File: src/rtl/mem_burst_reader_pkg.sv
// Shared types and width helpers for the burst read engine.
package mem_burst_reader_pkg;

  typedef enum logic [1:0] {
    IDLE  = 2'd0,
    REQ   = 2'd1,
    DRAIN = 2'd2
  } state_t;

  // Inflight counter must hold 0..depth inclusive.
  function automatic int unsigned inflight_width(input int unsigned depth);
    return $clog2(depth) + 1;
  endfunction

endpackage

File: src/rtl/mem_burst_reader_sync_fifo.sv
// Return-data FIFO with a parallel last flag; pop on empty is ignored (no bypass).
module sync_fifo #(
  parameter int unsigned DATA_WIDTH = 32,
  parameter int unsigned DEPTH      = 4
) (
  input  logic                    clk,
  input  logic                    rst_n,
  input  logic                    push,
  input  logic [DATA_WIDTH-1:0]   push_data,
  input  logic                    push_last,
  input  logic                    pop,
  output logic [DATA_WIDTH-1:0]   pop_data,
  output logic                    pop_last,
  output logic                    full,
  output logic                    empty,
  output logic [$clog2(DEPTH):0]  count
);

  localparam int unsigned PW = $clog2(DEPTH);
  localparam int unsigned CW = PW + 1;

  logic [DATA_WIDTH-1:0] data_q [DEPTH];
  logic [DATA_WIDTH-1:0] data_d [DEPTH];
  logic [DEPTH-1:0]      last_q, last_d;
  logic [PW-1:0]         wr_ptr_q, wr_ptr_d;
  logic [PW-1:0]         rd_ptr_q, rd_ptr_d;
  logic [CW-1:0]         count_q, count_d;
  logic                  do_push, do_pop;

  always_comb begin
    do_pop   = pop && (count_q != '0);
    do_push  = push && ((count_q != CW'(DEPTH)) || do_pop);
    data_d   = data_q;
    last_d   = last_q;
    wr_ptr_d = wr_ptr_q;
    rd_ptr_d = rd_ptr_q;
    if (do_push) begin
      data_d[wr_ptr_q] = push_data;
      last_d[wr_ptr_q] = push_last;
      wr_ptr_d         = wr_ptr_q + PW'(1);
    end
    if (do_pop) begin
      rd_ptr_d = rd_ptr_q + PW'(1);
    end
    count_d = count_q + CW'(do_push) - CW'(do_pop);
  end

  always_ff @(posedge clk) begin
    if (!rst_n) begin
      for (int i = 0; i < int'(DEPTH); i++) begin
        data_q[i] <= '0;
      end
      last_q   <= '0;
      wr_ptr_q <= '0;
      rd_ptr_q <= '0;
      count_q  <= '0;
    end else begin
      data_q   <= data_d;
      last_q   <= last_d;
      wr_ptr_q <= wr_ptr_d;
      rd_ptr_q <= rd_ptr_d;
      count_q  <= count_d;
    end
  end

  assign pop_data = data_q[rd_ptr_q];
  assign pop_last = last_q[rd_ptr_q];
  assign full     = (count_q == CW'(DEPTH));
  assign empty    = (count_q == '0);
  assign count    = count_q;

endmodule

File: src/rtl/mem_burst_reader.sv
// Credit-limited burst read engine for one shared-memory port.
// Optional stall counter enabled by MEM_BURST_READER_STATS_EN.
module mem_burst_reader
  import mem_burst_reader_pkg::*;
#(
  parameter int unsigned DATA_WIDTH = 32,
  parameter int unsigned ADDR_WIDTH = 4,
  parameter int unsigned LEN_WIDTH  = 8,
  parameter int unsigned FIFO_DEPTH = 4
) (
  input  logic                  clk,
  input  logic                  rst_n,
  input  logic [ADDR_WIDTH-1:0] cmd_addr,
  input  logic [LEN_WIDTH-1:0]  cmd_len,
  input  logic                  cmd_valid,
  output logic                  cmd_ready,
  output logic [ADDR_WIDTH-1:0] r_addr,
  output logic                  r_avalid,
  input  logic                  r_aready,
  input  logic                  r_dvalid,
  input  logic [DATA_WIDTH-1:0] r_data,
  output logic [DATA_WIDTH-1:0] out_data,
  output logic                  out_valid,
  input  logic                  out_ready,
  output logic                  out_last,
  output logic                  done
`ifdef MEM_BURST_READER_STATS_EN
  ,
  output logic [15:0]           stall_cycles
`endif
);

  localparam int unsigned IW = inflight_width(FIFO_DEPTH);
  localparam int unsigned CW = $clog2(FIFO_DEPTH) + 1;
  localparam int unsigned SW = IW + 1;

  state_t                state_q, state_d;
  logic [ADDR_WIDTH-1:0] addr_q, addr_d;
  logic [LEN_WIDTH-1:0]  len_q, len_d;
  logic [LEN_WIDTH-1:0]  remaining_q, remaining_d;
  logic [LEN_WIDTH-1:0]  ret_idx_q, ret_idx_d;
  logic [IW-1:0]         inflight_q, inflight_d;
  logic                  r_avalid_q, r_avalid_d;
  logic                  cmd_ready_q, cmd_ready_d;
  logic                  done_q, done_d;

  logic                  cmd_hs, req_acc, ret_take, push, pop, push_last;
  logic                  fifo_empty, fifo_full, fifo_last;
  logic [CW-1:0]         fifo_count, fifo_count_d;
  logic [SW-1:0]         credit_d;

  sync_fifo #(
    .DATA_WIDTH (DATA_WIDTH),
    .DEPTH      (FIFO_DEPTH)
  ) u_fifo (
    .clk       (clk),
    .rst_n     (rst_n),
    .push      (push),
    .push_data (r_data),
    .push_last (push_last),
    .pop       (pop),
    .pop_data  (out_data),
    .pop_last  (fifo_last),
    .full      (fifo_full),
    .empty     (fifo_empty),
    .count     (fifo_count)
  );

  always_comb begin
    cmd_hs    = cmd_valid && cmd_ready_q;
    req_acc   = r_avalid_q && r_aready;
    ret_take  = r_dvalid && (inflight_q != '0);
    pop       = !fifo_empty && out_ready;
    push      = ret_take && (!fifo_full || pop);
    push_last = (ret_idx_q == len_q - LEN_WIDTH'(1));

    state_d     = state_q;
    addr_d      = addr_q;
    len_d       = len_q;
    remaining_d = remaining_q;
    ret_idx_d   = ret_idx_q;
    done_d      = 1'b0;
    inflight_d  = inflight_q + IW'(req_acc) - IW'(ret_take);

    if (ret_take) begin
      ret_idx_d = ret_idx_q + LEN_WIDTH'(1);
    end

    case (state_q)
      IDLE: begin
        if (cmd_hs) begin
          addr_d      = cmd_addr;
          len_d       = cmd_len;
          remaining_d = cmd_len;
          ret_idx_d   = '0;
          if (cmd_len == '0) begin
            state_d = DRAIN;
            done_d  = 1'b1;
          end else begin
            state_d = REQ;
          end
        end
      end
      REQ: begin
        if (req_acc) begin
          addr_d      = addr_q + ADDR_WIDTH'(1);
          remaining_d = remaining_q - LEN_WIDTH'(1);
          if (remaining_q == LEN_WIDTH'(1)) begin
            state_d = DRAIN;
          end
        end
      end
      DRAIN: begin
        if (len_q == '0) begin
          state_d = IDLE;
        end else if (pop && fifo_last) begin
          state_d = IDLE;
          done_d  = 1'b1;
        end
      end
      default: state_d = IDLE;
    endcase

    // Credit uses next-cycle occupancy so a fresh request always has a FIFO slot.
    fifo_count_d = fifo_count + CW'(push) - CW'(pop);
    credit_d     = SW'(fifo_count_d) + SW'(inflight_d);
    if (r_avalid_q && !r_aready) begin
      r_avalid_d = 1'b1;
    end else begin
      r_avalid_d = (state_d == REQ) && (remaining_d != '0) &&
                   (credit_d < SW'(FIFO_DEPTH));
    end
    cmd_ready_d = (state_d == IDLE);
  end

  always_ff @(posedge clk) begin
    if (!rst_n) begin
      state_q     <= IDLE;
      addr_q      <= '0;
      len_q       <= '0;
      remaining_q <= '0;
      ret_idx_q   <= '0;
      inflight_q  <= '0;
      r_avalid_q  <= 1'b0;
      cmd_ready_q <= 1'b1;
      done_q      <= 1'b0;
    end else begin
      state_q     <= state_d;
      addr_q      <= addr_d;
      len_q       <= len_d;
      remaining_q <= remaining_d;
      ret_idx_q   <= ret_idx_d;
      inflight_q  <= inflight_d;
      r_avalid_q  <= r_avalid_d;
      cmd_ready_q <= cmd_ready_d;
      done_q      <= done_d;
    end
  end

`ifdef MEM_BURST_READER_STATS_EN
  logic [15:0] stall_q, stall_d;
  logic        stall_evt;

  // Stalls: memory not accepting, or REQ idling for lack of credit.
  always_comb begin
    stall_evt = (r_avalid_q && !r_aready) ||
                ((state_q == REQ) && !r_avalid_q && (remaining_q != '0) &&
                 ((SW'(fifo_count) + SW'(inflight_q)) >= SW'(FIFO_DEPTH)));
    stall_d = stall_q;
    if (cmd_hs) begin
      stall_d = '0;
    end else if (stall_evt && (stall_q != 16'hFFFF)) begin
      stall_d = stall_q + 16'd1;
    end
  end

  always_ff @(posedge clk) begin
    if (!rst_n) begin
      stall_q <= '0;
    end else begin
      stall_q <= stall_d;
    end
  end

  assign stall_cycles = stall_q;
`endif

  assign cmd_ready = cmd_ready_q;
  assign r_addr    = addr_q;
  assign r_avalid  = r_avalid_q;
  assign out_valid = !fifo_empty;
  assign out_last  = fifo_last && !fifo_empty;
  assign done      = done_q;

endmodule

File: config.mk
export PLATFORM = sky130hd
export DESIGN_NAME = mem_burst_reader
export DESIGN_NICKNAME = d
export VERILOG_FILES = /design/src/rtl/mem_burst_reader_pkg.sv /design/src/rtl/mem_burst_reader_sync_fifo.sv /design/src/rtl/mem_burst_reader.sv
export SDC_FILE = /design/constraint.sdc
export NUM_CORES = 1
export LEC_CHECK = 0
export ABC_AREA = 1
export BUFFER_PORTS_ARGS = -buffer_cell sky130_fd_sc_hd__buf_2
export CAP_MARGIN = 15
export CORE_MARGIN = 1
export CORE_UTILIZATION = 55
export CTS_CLUSTER_DIAMETER = 40
export DETAILED_ROUTE_END_ITERATION = 8
export PLACE_DENSITY_LB_ADDON = 0.25
export SYNTH_ARGS = -nofsm -noshare
export SYNTH_HDL_FRONTEND = slang
export SYNTH_SLANG_ARGS = --single-unit
File: constraint.sdc
create_clock -name clk -period 4.15 [get_ports clk]
set_input_delay 0.6225 -clock clk [delete_from_list [all_inputs] [get_ports clk]]
set_output_delay 0.6225 -clock clk [all_outputs]
set_load 0.02 [all_outputs]
* Yosys cells after proc, flatten, opt, wreduce, memory -nomap -nowiden *
Index checks and enable logic that the tools add are counted.

word-level totals
  register bits = 175
  latch bits = 0
  RAM bits = 0
  ROM bits = 0
  input bits = 50
  output and inout bits = 41
  word-level logic and storage cells = 111
  memories kept = 0

cells by class
  add/sub/neg operators = 13
  multipliers = 0
  div/mod/pow operators = 0
  magnitude comparators = 7
  equal/unequal tests = 9
  shifts and indexed selects = 0
  mux-type cells = 33
  bitwise operators = 2
  reduce and logical (&&, ||, !) cells = 30

operator list
  kind                                                         count
  bitwise mux 128 bit                                          1
  two-way mux 32 bit                                           3
  binary-select mux 32 bit (select 2 bit)                      1
  demux 32 bit (select 2 bit)                                  1
  two-way mux 8 bit                                            5
  zero test 8 bit                                              2
  one-hot mux 8 bit (2 select lines)                           1
  subtractor 8 x 1 -> 8 bit (second input constant)            2
  logical AND 1 bit                                            14
  two-way mux 2 bit                                            6
  adder 3 x 1 -> 3 bit                                         3
  subtractor 3 x 1 -> 3 bit                                    3
  adder 8 x 1 -> 8 bit (second input constant)                 1
  == test 8 x 1 -> 1 bit (second input constant)               1
  == test 8 bit                                                1
  two-way mux 4 bit                                            2
  one-hot mux 4 bit (2 select lines)                           1
  nonzero test 8 bit                                           1
  two-way mux 1 bit                                            7
  greater-or-equal comparator 3 bit (second input constant)    2
  less-than comparator 2 x 3 -> 1 bit (second input constant)  2
  inverter 2 -> 3 bit                                          2
  one-hot mux 2 bit (3 select lines)                           1
  nonzero test 3 bit                                           2
  other kinds (22)                                             29

* Logic depth before layout (Yosys ltp) *
  word-level depth = 11
  mapped depth = 17
  depth with buffers taken out = 17

* Hierarchy *
Synthesis repeated with hierarchy kept, for this count alone.

second synthesis, totals
  cell total of the unflattened synthesis = 1615
  area, all modules = 9987.1 µm²

by module, submodules not included
  module            times used  cells an instance  area an instance (µm²)  seq. area each (µm²)
  sync_fifo         1           1274               7752.4                  2782.7
  mem_burst_reader  1           341                2234.6                  720.7

* Worst setup path after synthesis *
No wires, ideal clock.

  kind = input to register
  from = input port r_dvalid
  to = register r_avalid_q (netlist: r_avalid)
  library setup time = 70 ps
  arrival time = 2750 ps
  data required time = 4080 ps
  path slack = 1330 ps
  stages on the path = 15
  path buffers = 0
  cell sequence = inv_1 -> a21oi_4 -> ha_1 -> inv_1 -> ha_1 -> inv_1 -> fa_1 -> xor2_1 -> xor2_1 -> ha_1 -> nor3_1 -> nand2_1 -> a21oi_1 -> nand2_1 -> a21oi_1

between the ends
  elaborated cells between the ends (all ways) = 9
  classes of those cells = 4 x add/sub; 1 x order compare; 1 x mux; 3 x reduce/logical

RTL lines
  element                              RTL line                 source
  from (decl)                          mem_burst_reader.sv:20   input logic r_dvalid,
  logical AND 1 bit                    mem_burst_reader.sv:72   ret_take = r_dvalid && (inflight_q != '0);
  subtractor 3 x 1 -> 3 bit            mem_burst_reader.sv:83   inflight_d = inflight_q + IW'(req_acc) - IW'(ret_take);
  named net inflight_d[2]              mem_burst_reader.sv:42   logic [IW-1:0] inflight_q, inflight_d;
  adder 3 x 3 -> 4 bit                 mem_burst_reader.sv:126  credit_d = SW'(fifo_count_d) + SW'(inflight_d);
  less-than comparator 4 x 3 -> 1 bit  mem_burst_reader.sv:131  (credit_d < SW'(FIFO_DEPTH));
  logical AND 1 bit                    mem_burst_reader.sv:130  r_avalid_d = (state_d == REQ) && (remaining_d != '0) &&
  two-way mux 1 bit                    mem_burst_reader.sv:127  if (r_avalid_q && !r_aready) begin
  to (signal assigned)                 mem_burst_reader.sv:154  r_avalid_q <= r_avalid_d;
  to (decl)                            mem_burst_reader.sv:43   logic r_avalid_q, r_avalid_d;

The timed path passes the listed nets, and every way through them passes these cells.
A chain may end at the register's enable or synchronous reset.

* Final worst setup path *
  from = register u_fifo.rd_ptr_q[0]
  to = output port out_data[1]

between the ends
  word-level cells in the longest chain between the ends = 4

ends and longest elaborated chain
  element                                                 RTL line                          source
  from (decl)                                             mem_burst_reader_sync_fifo.sv:26  logic [PW-1:0] rd_ptr_q, rd_ptr_d;
  from (signal assigned)                                  mem_burst_reader_sync_fifo.sv:61  rd_ptr_q <= rd_ptr_d;
  inverter 2 -> 3 bit (not written as such)               mem_burst_reader_sync_fifo.sv:66  assign pop_data = data_q[rd_ptr_q];
  binary-select mux 32 bit (select 2 bit)                 mem_burst_reader_sync_fifo.sv:66
  two-way mux 32 bit (not written as such) (2 in series)  mem_burst_reader_sync_fifo.sv:66
  to (decl)                                               mem_burst_reader.sv:22            output logic [DATA_WIDTH-1:0] out_data,

No other way between the ends. The select of a mux whose other input is x is not followed.

==> impl_results.md <==
- Power Density: 600 nW/um^2
- PostCTS Resize Cnt: 0
- Power Total: 5400 uW
- Placer congestion estimate: 0.907
- Endpoints failing setup: 0
- Htree depth: 4
- Worst slew pin tran: 0.934 ns
- Final Cycle Share: 71.0%
- Status: complete, no violations
- Routed vias: 7568
- Req. time, crit path: 3.53 ns
- Critical Path Start Type: flop
- Root buffer cell: clkbuf_16
- Tmin final: 2.95 ns
- Top FF cell, synth: dfxtp_1
- CTS buffer count: 17
- Mapped Area: 8080 um^2
- Seq cells post-synth: 175
- CTS tree: done
- Hold Crit Class: input pin to flop
- Post-route setup slack: 1.20 ns
- Setup crit end kind: primary output
- Bufs and invs on worst path: 3
- Asr flop ratio synth: 0%
- Met2 Resource Use GR: 47.6%
- Postcts setup bufs: 0
- Worst-Skew Late Latency: 0.44 ns
- Synth cell types: 32
- Mean Syn Cell Area: 7.09 um^2
- Worst-path fanout max: 52
- Leak: 0.00367 uW
- Hold Fails Final Rpt: 0
- Hold Slack: 0.459 ns
- Diodes inserted: 0
- Slew headroom: 37.8%
- Syn_nets: 1208
- Family with the most delay on the worst path: buffers and inverters
- Num rows: 43
- Starting Density: 57.3%
- Layout Nets: 1258
- Most common cell in the netlist: nand2_1
- Die Area: 15200 um^2
- Post-placement setup slack: 1.02 ns
- Fraction of layout cells with a size suffix above 1: 12.4%
- Die Height: 123 um
- Mean routed wirelength per cell: 14.6 um
- Grt ovf: 0
- Slew Viols, Final: 0
- Clock Path Buffers: 2
- Max Cap Viol: 0
- Cts-stage hold buffer count: 0
- Mapped Cells: 1139
- Vias/cell: 5.48
- Cells along the critical path: inv_2 > buf_4 > o21ai_0 > o22ai_1 > buf_2
- GR Util met1: 34.1%
- Largest stage delay, worst path: 0.65 ns
- Layout Utilization: 63.8%
- Setup Crit Path Kind: flop to primary output
- Worst vdd rail ir drop: 316 uV
- First-pass detailed-route iteration total: 5
- Final wirelength: 20100 um
- DP HPWL: 12000 um
- Pin count of the biggest net entering global routing: 92
- GR Util met3: 4.89%
- All-Layer GR Usage: 27.6%
- DRC Markers: 0
- Busiest layer in global routing: met2
- Core ar.: 14100 um^2
- PortBufs: 90
- Clk pin slew, worst setup/hold paths: 0.07 ns
- Fin Setup TNS: 0 ns
- CP max-delay cell: inv_2
- Register area share after synthesis: 43.4%
- Initial antenna violation count: 1
- Fmax: 0.339 GHz
- Crit path DAT: 2.32 ns
- CTS sink count: 175
- Die Width: 123 um
- Boundary Pins: 91
- Number of synthesized flops with an enable pin: 0
- RSZ-0062 raised after global routing: false
- Area leader, netlist: dfxtp_1
- Vias in the first global route: 7000
- Synth warn: 0
- Syn-to-layout area delta: 11.3%
- Initial DRC Count: 646
- First-pass GRT wire length: 32800 um
- Ranking of synthesized cells by area: dfxtp_1, nand2_1, a21oi_1, nor2_1, o21ai_0
- Clock skew: 0.0138 ns
- Commonest cells post-synth: nand2_1, dfxtp_1, a21oi_1
- Synth top area share: 43.4%
- Antenna viol nets, final: 0
[final timing paths]
kind	cells after the start	slack, ns	end	startpoint
setup / recovery	5	1.20	out_data[1]	u_fifo.rd_ptr_q[0]
hold / removal	3	0.46	r_addr[1]	cmd_addr[1]
hold reg to reg	2	0.46	u_fifo.data_q[91]	u_fifo.data_q[91]
setup reg to reg	15	1.22	r_avalid	inflight_q[1]
[stage by stage]
stage	cell area [um^2]	instances
detailed placement	8420	1350
global placement	8420	1350
finish	8990	1382
CTS	8990	1382
floorplan	8080	1139
global route	8990	1382
[state kept, by name (all words and copies together), names as in the netlist]
register / flops
cmd_ready: 1
done: 1
inflight_q: 3
len_q: 8
r_addr: 4
r_avalid: 1
remaining_q: 8
ret_idx_q: 8
state_q: 2
u_fifo.count: 3
u_fifo.data_q: 128
u_fifo.last_q: 4
u_fifo.rd_ptr_q: 2
u_fifo.wr_ptr_q: 2
[routing by layer]
layer,vias to the layer above,wire length [um]
li1,3813,-
met1,3503,8900
met2,227,9700
met3,25,1170
met4,0,340
met5,-,0
[layout by cell type (no fill, tap or decap), types with 2 or more instances in the layout]
master / Yosys / routed
clkbuf_16: 0 / 17
inv_4: 5 / 6
inv_1: 59 / 58
nand3_1: 23 / 23
nor3_1: 7 / 7
a31oi_1: 3 / 3
a21oi_1: 159 / 159
nand2_2: 3 / 3
dfxtp_1: 175 / 174
fa_1: 3 / 3
inv_8: 0 / 3
clkinv_4: 0 / 5
xor2_1: 9 / 9
o22ai_1: 34 / 34
ha_1: 16 / 16
buf_2: 3 / 90
inv_6: 0 / 5
xnor2_1: 8 / 8
nand4_1: 4 / 4
nor2_1: 121 / 121
nand2_1: 341 / 341
inv_2: 2 / 2
nand2_4: 4 / 4
o21ai_0: 90 / 90
buf_4: 12 / 6
[power by group]
part,internal (uW),switching [uW]
Sequential,1870,112
Clock,797,745
Combinational,609,1260
Total,3270,2120
[area by class of cell]
class / instances / area [um^2]
repair buffers: 96 / 495
multi-input cells: 833 / 3930
clock inverters: 15 / 145
flip-flops and latches: 175 / 3500
well taps: 180 / 225
inverters: 66 / 263
fillers: 1294 / 5110
clock buffers: 17 / 425
[worst register-to-register path, stage by stage (launching register included)]
cell and delay [ns]:
dfxtp_1 0.40, nor2_1 0.10, a21oi_4 0.22, ha_1 0.27, inv_1 0.06, ha_1 0.13
inv_1 0.05, fa_1 0.37, xor2_1 0.20, xor2_1 0.25, ha_1 0.27, nor3_1 0.18
nand2_1 0.07, a21oi_1 0.12, nand2_1 0.06, a21oi_1 0.11
[logic make-up after synthesis]
logic type / Yosys count / synth area share (%)
AO/OA/AOI/OAI: 290 / 18.8
buffers and inverters: 131 / 7.96
AND/OR/NAND/NOR: 507 / 24.8
adder cells (fa/ha/maj): 19 / 3.22
flip-flops: 175 / 43.4
XOR/XNOR: 17 / 1.84
No activity file was read; power rests on OpenSTA's default activity.
